`src/rtl/latch_seq_pkg.sv`:
```
// Shared types and constants for the latch gate sequencer.
// State encoding, phase counter width and the preset data pattern.
package latch_seq_pkg;

    typedef enum logic [2:0] {
        ST_PRESET,
        ST_IDLE,
        ST_SETUP,
        ST_GATE,
        ST_HOLD
    } state_e;

    localparam int CNT_W = 4;

    localparam int DATA_W_DFLT = 4;

    localparam logic [DATA_W_DFLT-1:0] ALL_ONES = '1;

endpackage

```
`src/rtl/latch_gate_sequencer_phase_counter.sv`:
```
// Loadable down-counter that times each sequencer phase.
// zero is high once the count has reached 0; it then holds there.
module phase_counter
    import latch_seq_pkg::*;
#(
    parameter logic [CNT_W-1:0] RST_VAL = '0
) (
    input  logic             clk,
    input  logic             rst_n,
    input  logic             load,
    input  logic [CNT_W-1:0] load_val,
    output logic             zero
);

    logic [CNT_W-1:0] cnt_q;
    logic [CNT_W-1:0] cnt_d;

    // Load takes priority, otherwise count down and stop at 0.
    always_comb begin
        cnt_d = cnt_q;
        if (load) begin
            cnt_d = load_val;
        end else if (cnt_q != '0) begin
            cnt_d = cnt_q - 1'b1;
        end
    end

    // Count register, reset to the post-reset preset length.
    always_ff @(posedge clk or negedge rst_n) begin
        if (!rst_n) begin
            cnt_q <= RST_VAL;
        end else begin
            cnt_q <= cnt_d;
        end
    end

    assign zero = (cnt_q == '0);

endmodule

```
`src/rtl/latch_gate_sequencer.sv`:
```
// Drives a 4-bit active-low-gated latch with timed setup/gate/hold windows.
// Optional Q read-back checking is enabled with `define LATCH_CHECK_EN.
module latch_gate_sequencer
    import latch_seq_pkg::*;
#(
    parameter int DATA_W    = DATA_W_DFLT,
    parameter int SETUP_CYC = 1,
    parameter int GATE_CYC  = 2,
    parameter int HOLD_CYC  = 1,
    parameter int PRE_CYC   = 2
) (
    input  logic              clk,
    input  logic              rst_n,
`ifdef LATCH_CHECK_EN
    input  logic [DATA_W-1:0] q_fb,
    output logic              err,
`endif
    input  logic              in_valid,
    output logic              in_ready,
    input  logic [DATA_W-1:0] in_data,
    input  logic              preset_req,
    output logic [DATA_W-1:0] D,
    output logic              G,
    output logic              PRE,
    output logic              busy,
    output logic              done
);

    localparam logic [CNT_W-1:0] SETUP_LD = CNT_W'(SETUP_CYC - 1);
    localparam logic [CNT_W-1:0] GATE_LD  = CNT_W'(GATE_CYC - 1);
    localparam logic [CNT_W-1:0] HOLD_LD  = CNT_W'(HOLD_CYC - 1);
    localparam logic [CNT_W-1:0] PRE_LD   = CNT_W'(PRE_CYC - 1);

    state_e            state_q, state_d;
    logic [DATA_W-1:0] d_q, d_d;
    logic              g_q, g_d;
    logic              pre_q, pre_d;
    logic              done_q, done_d;
    logic              pend_q, pend_d;
    logic              ld;
    logic [CNT_W-1:0]  ld_val;
    logic              zero;

    phase_counter #(
        .RST_VAL (PRE_LD)
    ) u_cnt (
        .clk      (clk),
        .rst_n    (rst_n),
        .load     (ld),
        .load_val (ld_val),
        .zero     (zero)
    );

    // Next state, registered latch outputs and counter loads.
    always_comb begin
        state_d = state_q;
        d_d     = d_q;
        g_d     = g_q;
        pre_d   = pre_q;
        done_d  = 1'b0;
        pend_d  = pend_q;
        ld      = 1'b0;
        ld_val  = '0;
        if (preset_req && state_q != ST_IDLE) begin
            pend_d = 1'b1;
        end
        unique case (state_q)
            ST_PRESET: begin
                if (zero) begin
                    state_d = ST_IDLE;
                    pre_d   = 1'b0;
                    done_d  = 1'b1;
                end
            end
            ST_IDLE: begin
                if (pend_q || preset_req) begin
                    state_d = ST_PRESET;
                    pre_d   = 1'b1;
                    g_d     = 1'b1;
                    pend_d  = 1'b0;
                    ld      = 1'b1;
                    ld_val  = PRE_LD;
                end else if (in_valid) begin
                    state_d = ST_SETUP;
                    d_d     = in_data;
                    ld      = 1'b1;
                    ld_val  = SETUP_LD;
                end
            end
            ST_SETUP: begin
                if (zero) begin
                    state_d = ST_GATE;
                    g_d     = 1'b0;
                    ld      = 1'b1;
                    ld_val  = GATE_LD;
                end
            end
            ST_GATE: begin
                if (zero) begin
                    state_d = ST_HOLD;
                    g_d     = 1'b1;
                    ld      = 1'b1;
                    ld_val  = HOLD_LD;
                end
            end
            ST_HOLD: begin
                if (zero) begin
                    state_d = ST_IDLE;
                    done_d  = 1'b1;
                end
            end
            default: begin
                state_d = ST_PRESET;
            end
        endcase
    end

    // State and output registers; reset presets the latch.
    always_ff @(posedge clk or negedge rst_n) begin
        if (!rst_n) begin
            state_q <= ST_PRESET;
            d_q     <= '0;
            g_q     <= 1'b1;
            pre_q   <= 1'b1;
            done_q  <= 1'b0;
            pend_q  <= 1'b0;
        end else begin
            state_q <= state_d;
            d_q     <= d_d;
            g_q     <= g_d;
            pre_q   <= pre_d;
            done_q  <= done_d;
            pend_q  <= pend_d;
        end
    end

`ifdef LATCH_CHECK_EN
    localparam logic [DATA_W-1:0] ONES = {DATA_W{1'b1}};

    logic err_q, err_d;

    // Sticky flag when the latch read-back disagrees at phase end.
    always_comb begin
        err_d = err_q;
        if (state_q == ST_HOLD && zero && q_fb != d_q) begin
            err_d = 1'b1;
        end
        if (state_q == ST_PRESET && zero && q_fb != ONES) begin
            err_d = 1'b1;
        end
    end

    // Error register, cleared only by reset.
    always_ff @(posedge clk or negedge rst_n) begin
        if (!rst_n) begin
            err_q <= 1'b0;
        end else begin
            err_q <= err_d;
        end
    end

    assign err = err_q;
`endif

    assign in_ready = (state_q == ST_IDLE) && !pend_q && !preset_req;
    assign busy     = (state_q != ST_IDLE);
    assign D        = d_q;
    assign G        = g_q;
    assign PRE      = pre_q;
    assign done     = done_q;

endmodule
```
`config.mk`:
```
export PLATFORM = sky130hd
export DESIGN_NAME = latch_gate_sequencer
export DESIGN_NICKNAME = d
export VERILOG_FILES = /design/src/rtl/latch_seq_pkg.sv /design/src/rtl/latch_gate_sequencer_phase_counter.sv /design/src/rtl/latch_gate_sequencer.sv
export SDC_FILE = /design/constraint.sdc
export NUM_CORES = 1
export LEC_CHECK = 0
export BUFFER_PORTS_ARGS = -buffer_cell sky130_fd_sc_hd__buf_2
export CORE_MARGIN = 10
export CORE_UTILIZATION = 49
export CTS_BUF_LIST = sky130_fd_sc_hd__clkbuf_8
export CTS_CLUSTER_DIAMETER = 30
export DETAILED_ROUTE_END_ITERATION = 10
export PLACE_DENSITY = 0.76
export SLEW_MARGIN = 20
export SYNTH_ARGS = -nofsm -noshare
export SYNTH_HDL_FRONTEND = slang
export SYNTH_HIERARCHICAL = 1
export SYNTH_SLANG_ARGS = --single-unit
```
`constraint.sdc`:
```
create_clock -name clk -period 2.02 [get_ports clk]
set_clock_uncertainty 0.05 [all_clocks]
set_input_delay 0.404 -clock clk [delete_from_list [all_inputs] [get_ports clk]]
set_output_delay 0.404 -clock clk [all_outputs]
set_load 0.01 [all_outputs]
```
==> results of run 1 <==
-- cell families (layout without fill, tap and decap cells) --
logic type	after synthesis	count (layout)	share of synthesized area (%)
DFF	15	15	47.8
xor gates and xnor gates	1	1	1.10
AOI/OAI and AO/OA	16	16	13.7
muxes	7	7	11.5
and+or+nand+nor	24	24	19.4
other	1	3	0.473
adders and majority gates	1	1	1.58
buffers and inverters	9	30	4.42
-- sequential cells by signal, indices dropped and copies added (netlist names) --
signal / cells
done: 1
pend_q: 1
u_cnt/cnt_q: 4
G: 1
PRE: 1
state_q: 3
D: 4
-- power breakdown --
part           leakage, uW  switching (uW)  total (uW)  internal (uW)
clock            0.0000255             104         241            136
sequential        0.000182             100         551            451
combinational     0.000255             348         713            364
total             0.000463             553        1500            951
-- worst max-delay path, delay by kind of cell, from the launching register on --
family          cells  cell delay (ns)
simple gates        3             0.38
buf+inv             2             0.25
flops               1             0.38
compound gates      2             0.46
fa+ha+maj           1             0.20
-- synth_stat cells (all sizes together) --
library cell	instances
dfrtp	12
nor2	8
inv	6
mux2	5
nand2	5
a21oi	4
o21ai	4
dfstp	3
nor3b	3
a221oi	2
clkbuf	2
mux2i	2
nand3	2
nor2b	2
nor3	2
o31ai	2
a221o	1
a32o	1
a32oi	1
buf	1
conb	1
ha	1
o21a	1
or2	1
or3	1
xnor2	1
-- cell type report --
class	instances	area share (%)
multi-input cells	52	40.1
clock buffers	3	4.28
flip-flops and latches	15	39.3
repair buffers	20	11.4
clock inverters	1	0.519
well taps	16	2.08
inverters	6	2.33
-- metal layers --
metal	share of wire (%)	vias up
li1	-	301
met1	45	280
met2	41	30
met3	12	2
met4	0.86	0
met5	0	-
-- final timing paths --
path,slack [ns],cells past startpoint,from,end
worst max-delay path,0.18,8,u_cnt/cnt_q[1],u_cnt/cnt_q[3]
worst min-delay path,-0.004,1,rst_n,u_cnt/cnt_q[1]
worst max register to register,0.18,8,u_cnt/cnt_q[1],u_cnt/cnt_q[3]
worst min register to register,0.44,2,PRE,PRE
max in group asynchronous,1.63,1,rst_n,u_cnt/cnt_q[0]
min in group clk,0.34,2,in_data[3],D[3]
-- stage by stage --
step / hold WS [ns] / worst slack [ns] / util [%]
3_3_place_gp: 0.269 / 0.250 / 60.3
6_report: -0.00399 / 0.179 / 63.3
4_1_cts: 0.00927 / 0.187 / 63.3
3_5_place_dp: 0.274 / 0.183 / 60.3
5_1_grt: 0.00431 / 0.0372 / 63.3
2_1_floorplan: 0.0584 / 0.0379 / -
==> reports/qor.yml, run 1 <==
status: "finished with violations"
violations: "hold timing"
ys_warn_count: 6
postCtsHoldBufs: 0
yosys.area.top_type: "dfrtp_1"
synth.top_cell.area_share_pct: 37.9
core.rowCount: 14
rsz0062_at_grt: "false"
use_met3_pct: 4.03
ioPinCount: 17
drtAntennaViolNets: 0
cts_tree: "built"
power.total_uw: 1500
hold_viol_final: 12
fin_cells: 113
placeableCoreArea_um2: 1520
die_x_um: 60.2
fin_nets: 107
grt_pass1_wl_um: 2420
crit_arrival_ns: 1.92
fillers: 126
grt-ovfl-total: 0
multiInputGateArea_um2: 387
crit_fanout: 8
grt_pass1_vias: 562
clk_pin_slew_ns: 0.06
first_pass_iters: 4
synth_area_leaders: "dfrtp_1 (38%), dfstp_2 (9.9%), mux2_4 (7.6%)"
fp.dieArea_um2: 3630
track_usage_pct: 8.69
seq_area_um2: 379
setup_violations: 0
hold_ws_ns: -0.00399
top_usage_layer: "met2"
power_per_cell_area_nw_per_um2: 1560
fmax_mhz: 543
gp_congestion: 0.825
max_cap_violations: 0
grt_max_degree: 16
num_vias: 613
wl_per_cell_um: 13.3
synth.distinct_cells: 31
post_synth.cell_area_avg_um2: 10.7
critical_path.cell_chain: "inv_1, ha_1, nor3b_4, nand2_1, a21oi_1, buf_4, nor3_1, a221o_1"
met2_usage_pct: 12.5
leakagePower_uw: 0.000463
final_common_cell: "buf_2"
post_dp_cell_area_um2: 918
syn_area_um2: 793
cp_slowest_cell: "dfrtp_1"
die_h_um: 60.2
ys_seq_area_share_pct: 47.8
cts.sinks: 15
layout-drive-gt1-share_pct: 38.1
cp-end-kind: "flip-flop"
slew_viol_final: 0
start_kind: "flip-flop"
most-common-layout-cells: "buf_2 (16), dfrtp_1 (12), nor2_1 (7)"
syn_inst: 74
antenna_found_initial: 0
crit_type: "reg2reg"
drc: 0
vias_per_cell: 5.42
post-cts-setup-buffers: 0
stdcell_area_um2: 965
dp_hpwl_um: 1160
syn_to_final_growth_pct: 21.6
fin_crit_ns: 1.84
hp-class: "in2async"
tns_ns: 0
htreeDepth: 1
use_met1_pct: 10.7
n_antenna_cell: 0
post-place-cells: 109
critPathRequiredTime_ns: 2.10
wl_um: 1500
drtIter0Drc: 15
max_stage_delay_ns: 0.38
ctsResizeCount: 0
max-vdd-ir-drop_uv: 879
clk_latency_ns: 0.25
clk_path_buf_depth: 2
initial_core_util_pct: 52.1
root_buffer: "clkbuf_8"
port_buffers: 16
cts_buffers: 3
synth-seq-cells: 15
fin_crit_sh_pct: 91.2
Power figures use the tool's default switching activity.
==> run 2: changes to the inputs <==
- CTS_BUF_LIST: sky130_fd_sc_hd__clkbuf_8 -> sky130_fd_sc_hd__clkbuf_4 sky130_fd_sc_hd__clkbuf_8
==> run 2 against run 1 <==
  * The run now ends clean
  * Cell area decreased by 0.91%
  * Highest routed layer unchanged
  * Sequential cell count unchanged
  * Total power decreased by 4.5%
==> reports/qor.yml, run 2 (synthesis gave the netlist of run 1 again) <==
dp_hpwl_um: 1160
hp-class: "in2reg"
ioPinCount: 17
drtIter0Drc: 18
hold_viol_final: 0
power_per_cell_area_nw_per_um2: 1500
post-cts-setup-buffers: 0
grt_max_degree: 16
layout-drive-gt1-share_pct: 37.8
port_buffers: 16
gp_congestion: 0.825
initial_core_util_pct: 52.1
core.rowCount: 14
cts_tree: "built"
fin_crit_ns: 1.85
rsz0062_at_grt: "false"
postCtsHoldBufs: 1
num_vias: 614
first_pass_iters: 4
drc: 0
cts.sinks: 15
clk_path_buf_depth: 2
drtAntennaViolNets: 0
fin_util_pct: 62.7
tns_ns: 0
r2r_setup_slack_ns: 0.17
n_antenna_cell: 0
most-common-layout-cells: "buf_2 (16), dfrtp_1 (12), nor2_1 (7)"
cp-end-kind: "flip-flop"
clk_latency_ns: 0.28
vias_per_cell: 5.39
final_common_cell: "buf_2"
power.total_uw: 1440
fin_nets: 108
status: "finished, final reports clean"
die_h_um: 60.2
hold-path-cell-count: 2
post-place-cells: 109
fin_cells: 114
die_x_um: 60.2
worstReg2RegEnd: "u_cnt/cnt_q[3]"
fmax_mhz: 540
wl_per_cell_um: 13.5
grt-ovfl-total: 0
grt_pass1_vias: 568
grt_pass1_wl_um: 2420
cts_buffers: 3
leakagePower_uw: 0.000459
hold_path_end: "D[3]"
slew_viol_final: 0
fp.dieArea_um2: 3630
crit_fanout: 8
ctsResizeCount: 0
max_cap_violations: 0
hold_ws_ns: 0.298
htreeDepth: 1
track_usage_pct: 8.65
placeableCoreArea_um2: 1520
root_buffer: "clkbuf_4"
wl_um: 1540
critPathRequiredTime_ns: 2.15
fillers: 129
reg2reg_depth: 8
start_kind: "flip-flop"
antenna_found_initial: 0
crit_type: "reg2reg"
crit_arrival_ns: 1.98
syn_to_final_growth_pct: 20.5
max-vdd-ir-drop_uv: 777
crit-reg2reg-launch: "u_cnt/cnt_q[1]"
fin_crit_sh_pct: 91.6
setup_violations: 0
clk_pin_slew_ns: 0.09
hp-start: "in_data[3]"
-- run 2: worst max path at each step --
stage,startpoint,to,slack (ns),cells after the start
finish,u_cnt/cnt_q[1],u_cnt/cnt_q[3],0.17,8
global route,u_cnt/cnt_q[0],u_cnt/cnt_q[3],0.03,8
CTS,u_cnt/cnt_q[0],u_cnt/cnt_q[3],0.19,8
detailed placement,u_cnt/cnt_q[1],u_cnt/cnt_q[3],0.18,8
global placement,u_cnt/cnt_q[0],u_cnt/cnt_q[3],0.25,8
floorplan,u_cnt/cnt_q[0],u_cnt/cnt_q[3],0.04,8
-- run 2: layout make-up --
cell class	count	area [um^2]	share of cell area [%]
Timing Repair Buffer	21	120	12.6
Clock buffer	3	22.5	2.36
Clock inverter	1	5.00	0.524
Sequential cell	15	379	39.7
Tap cell	16	20.0	2.09
Inverter	6	22.5	2.36
Multi-Input combinational cell	52	387	40.4
-- run 2: power by group --
group          internal, uW  switching, uW
Clock                  73.5           96.9
Combinational           365            351
Sequential              450           99.7
-- run 2: per-layer routing --
metal | vias to the layer above | share of wire (%) | global-route usage (%)
li1 | 304 | - | -
met1 | 283 | 47 | 10.7
met2 | 25 | 42 | 12.8
met3 | 2 | 11 | 4.03
met4 | 0 | 0.84 | 2.88
met5 | - | 0 | 0
-- run 2: per-stage QoR --
| step | area (um^2) | setup slack, ns |
|---|---|---|
| detailed placement | 918 | 0.183 |
| finish | 956 | 0.169 |
| global route | 956 | 0.0320 |
| floorplan | 801 | 0.0379 |
| CTS | 956 | 0.187 |
| global placement | 918 | 0.250 |
-- run 2: critical path, cell delays in order, from the launching register on --
cell and delay [ns]:
dfrtp_1 0.39, inv_1 0.08, ha_1 0.20, nor3b_4 0.21, nand2_1 0.13, a21oi_1 0.16, buf_4 0.17, nor3_1 0.05
a221o_1 0.31
==> run 3: changes to the inputs <==
- PLACE_DENSITY: 0.76 -> unset
- PLACE_DENSITY_LB_ADDON: unset -> 0.25
==> run 3 against run 2 <==
  * Sequential share of layout area rose by 0.47 points
  * Global-route usage rose by 1.1 points
  * Sequential power rose by 4.9%
  * Total power fell by 0.17%
  * Clock power barely moved
==> reports/qor.yml, run 3 (synthesis gave the netlist of run 1 again) <==
status: "finished, final reports clean"
dp_hpwl_um: 1150
crit_fanout: 6
crit_type: "reg2reg"
setup_violations: 0
leakagePower_uw: 0.000449
gp_congestion: 0.821
layout-drive-gt1-share_pct: 37.5
fp.dieArea_um2: 3630
n_antenna_cell: 0
wl_per_cell_um: 14.6
pre_cts_ws_ns: 0.108
stdcell_area_um2: 945
worst_slack_ns: 0.126
cp-endpoint: "u_cnt/cnt_q[1]"
wl_um: 1640
most-common-layout-cells: "buf_2 (16), dfrtp_1 (12), nor2_1 (7)"
clk_path_buf_depth: 2
die_h_um: 60.2
fillers: 131
drtIter0Drc: 21
htreeDepth: 1
core.rowCount: 14
final_common_cell: "buf_2"
crit_start: "u_cnt/cnt_q[0]"
drc: 0
placeableCoreArea_um2: 1520
fin_crit_sh_pct: 93.7
hp-class: "in2reg"
grt_max_degree: 16
clk_pin_slew_ns: 0.09
seq_area_um2: 379
vias_per_cell: 5.51
max_stage_delay_ns: 0.38
grt_pass1_vias: 580
cp_slowest_cell: "dfstp_2"
hold_viol_final: 0
ioPinCount: 17
fin_nets: 106
critical_path.cell_chain: "inv_1, ha_1, nor3b_4, nand2_1, a21oi_2, buf_4, mux2_2"
rsz0062_at_grt: "false"
root_buffer: "clkbuf_4"
crit-reg2reg-launch: "u_cnt/cnt_q[0]"
post-cts-setup-buffers: 0
syn_to_final_growth_pct: 19.1
port_buffers: 16
cts_buffers: 3
antenna_found_initial: 0
start_kind: "flip-flop"
post_dp_cell_area_um2: 903
max-vdd-ir-drop_uv: 806
critPathRequiredTime_ns: 2.15
multiInputGateArea_um2: 390
die_x_um: 60.2
clk_latency_ns: 0.29
cts.sinks: 15
num_vias: 617
worstReg2RegEnd: "u_cnt/cnt_q[1]"
cp-end-kind: "flip-flop"
track_usage_pct: 9.76
reg2reg_depth: 7
grt_pass1_wl_um: 2580
fmax_mhz: 528
grt-ovfl-total: 0
drtAntennaViolNets: 0
fin_crit_ns: 1.89
crit_arrival_ns: 2.02
cts_tree: "built"
tns_ns: 0
r2r_setup_slack_ns: 0.13
initial_core_util_pct: 52.1
power_per_cell_area_nw_per_um2: 1520
first_pass_iters: 4
max_cap_violations: 0
slew_viol_final: 0
## run 3: final cells by class
| cell class | instances | share of cell area, % |
|---|---|---|
| clock buffers | 3 | 2.38 |
| clock inverters | 1 | 0.530 |
| inverters | 6 | 2.38 |
| repair buffers | 19 | 11.1 |
| multi-input cells | 52 | 41.3 |
| well taps | 16 | 2.12 |
| flip-flops and latches | 15 | 40.1 |
## run 3: report_power, final
part	internal [uW]	switching (uW)
clock	73.7	96.5
combinational	353	334
sequential	449	127
## run 3: timing repair
action	in CTS	in global routing
endpoints found under the setup margin	0	2
resized for setup	0	1
hold buffers	1	0
hold endpoints to repair	12	0
## run 3: worst min-delay path by stage
stage	cells after the start	startpoint	to
6_report	2	in_data[2]	D[2]
5_1_grt	2	in_data[0]	D[0]
4_1_cts	2	in_data[2]	D[2]
3_5_place_dp	1	rst_n	state_q[2]
3_3_place_gp	1	rst_n	state_q[2]
2_1_floorplan	0	rst_n	D[0]
## run 3: worst max-delay path, delay by kind of cell, from the launching register on
family,cells,cell delay (ns)
AOI/OAI and AO/OA,1,0.23
adders and majority gates,1,0.21
buffers and inverters,2,0.25
DFF,1,0.38
muxes,1,0.32
and+or+nand+nor,2,0.34
## run 3: per-stage QoR
stage | utilization (%) | cells | total power [uW] | hold WS, ns
floorplan | - | 76 | 1060 | 0.0584
global placement | 59.3 | 107 | 1240 | 0.271
detailed placement | 59.3 | 107 | 1250 | 0.276
CTS | 61.7 | 112 | 1440 | 0.286
global route | 62.0 | 112 | 1560 | 0.287
finish | 62.0 | 112 | 1430 | 0.295
## run 3: layer usage
metal,wire (um),up-vias,GRT usage [%],share of wire (%)
met5,0,-,0,0
met4,44,0,7.69,2.7
met3,182,5,3.39,11
met2,709,26,14.6,43
met1,702,285,11.0,43
li1,-,301,-,-
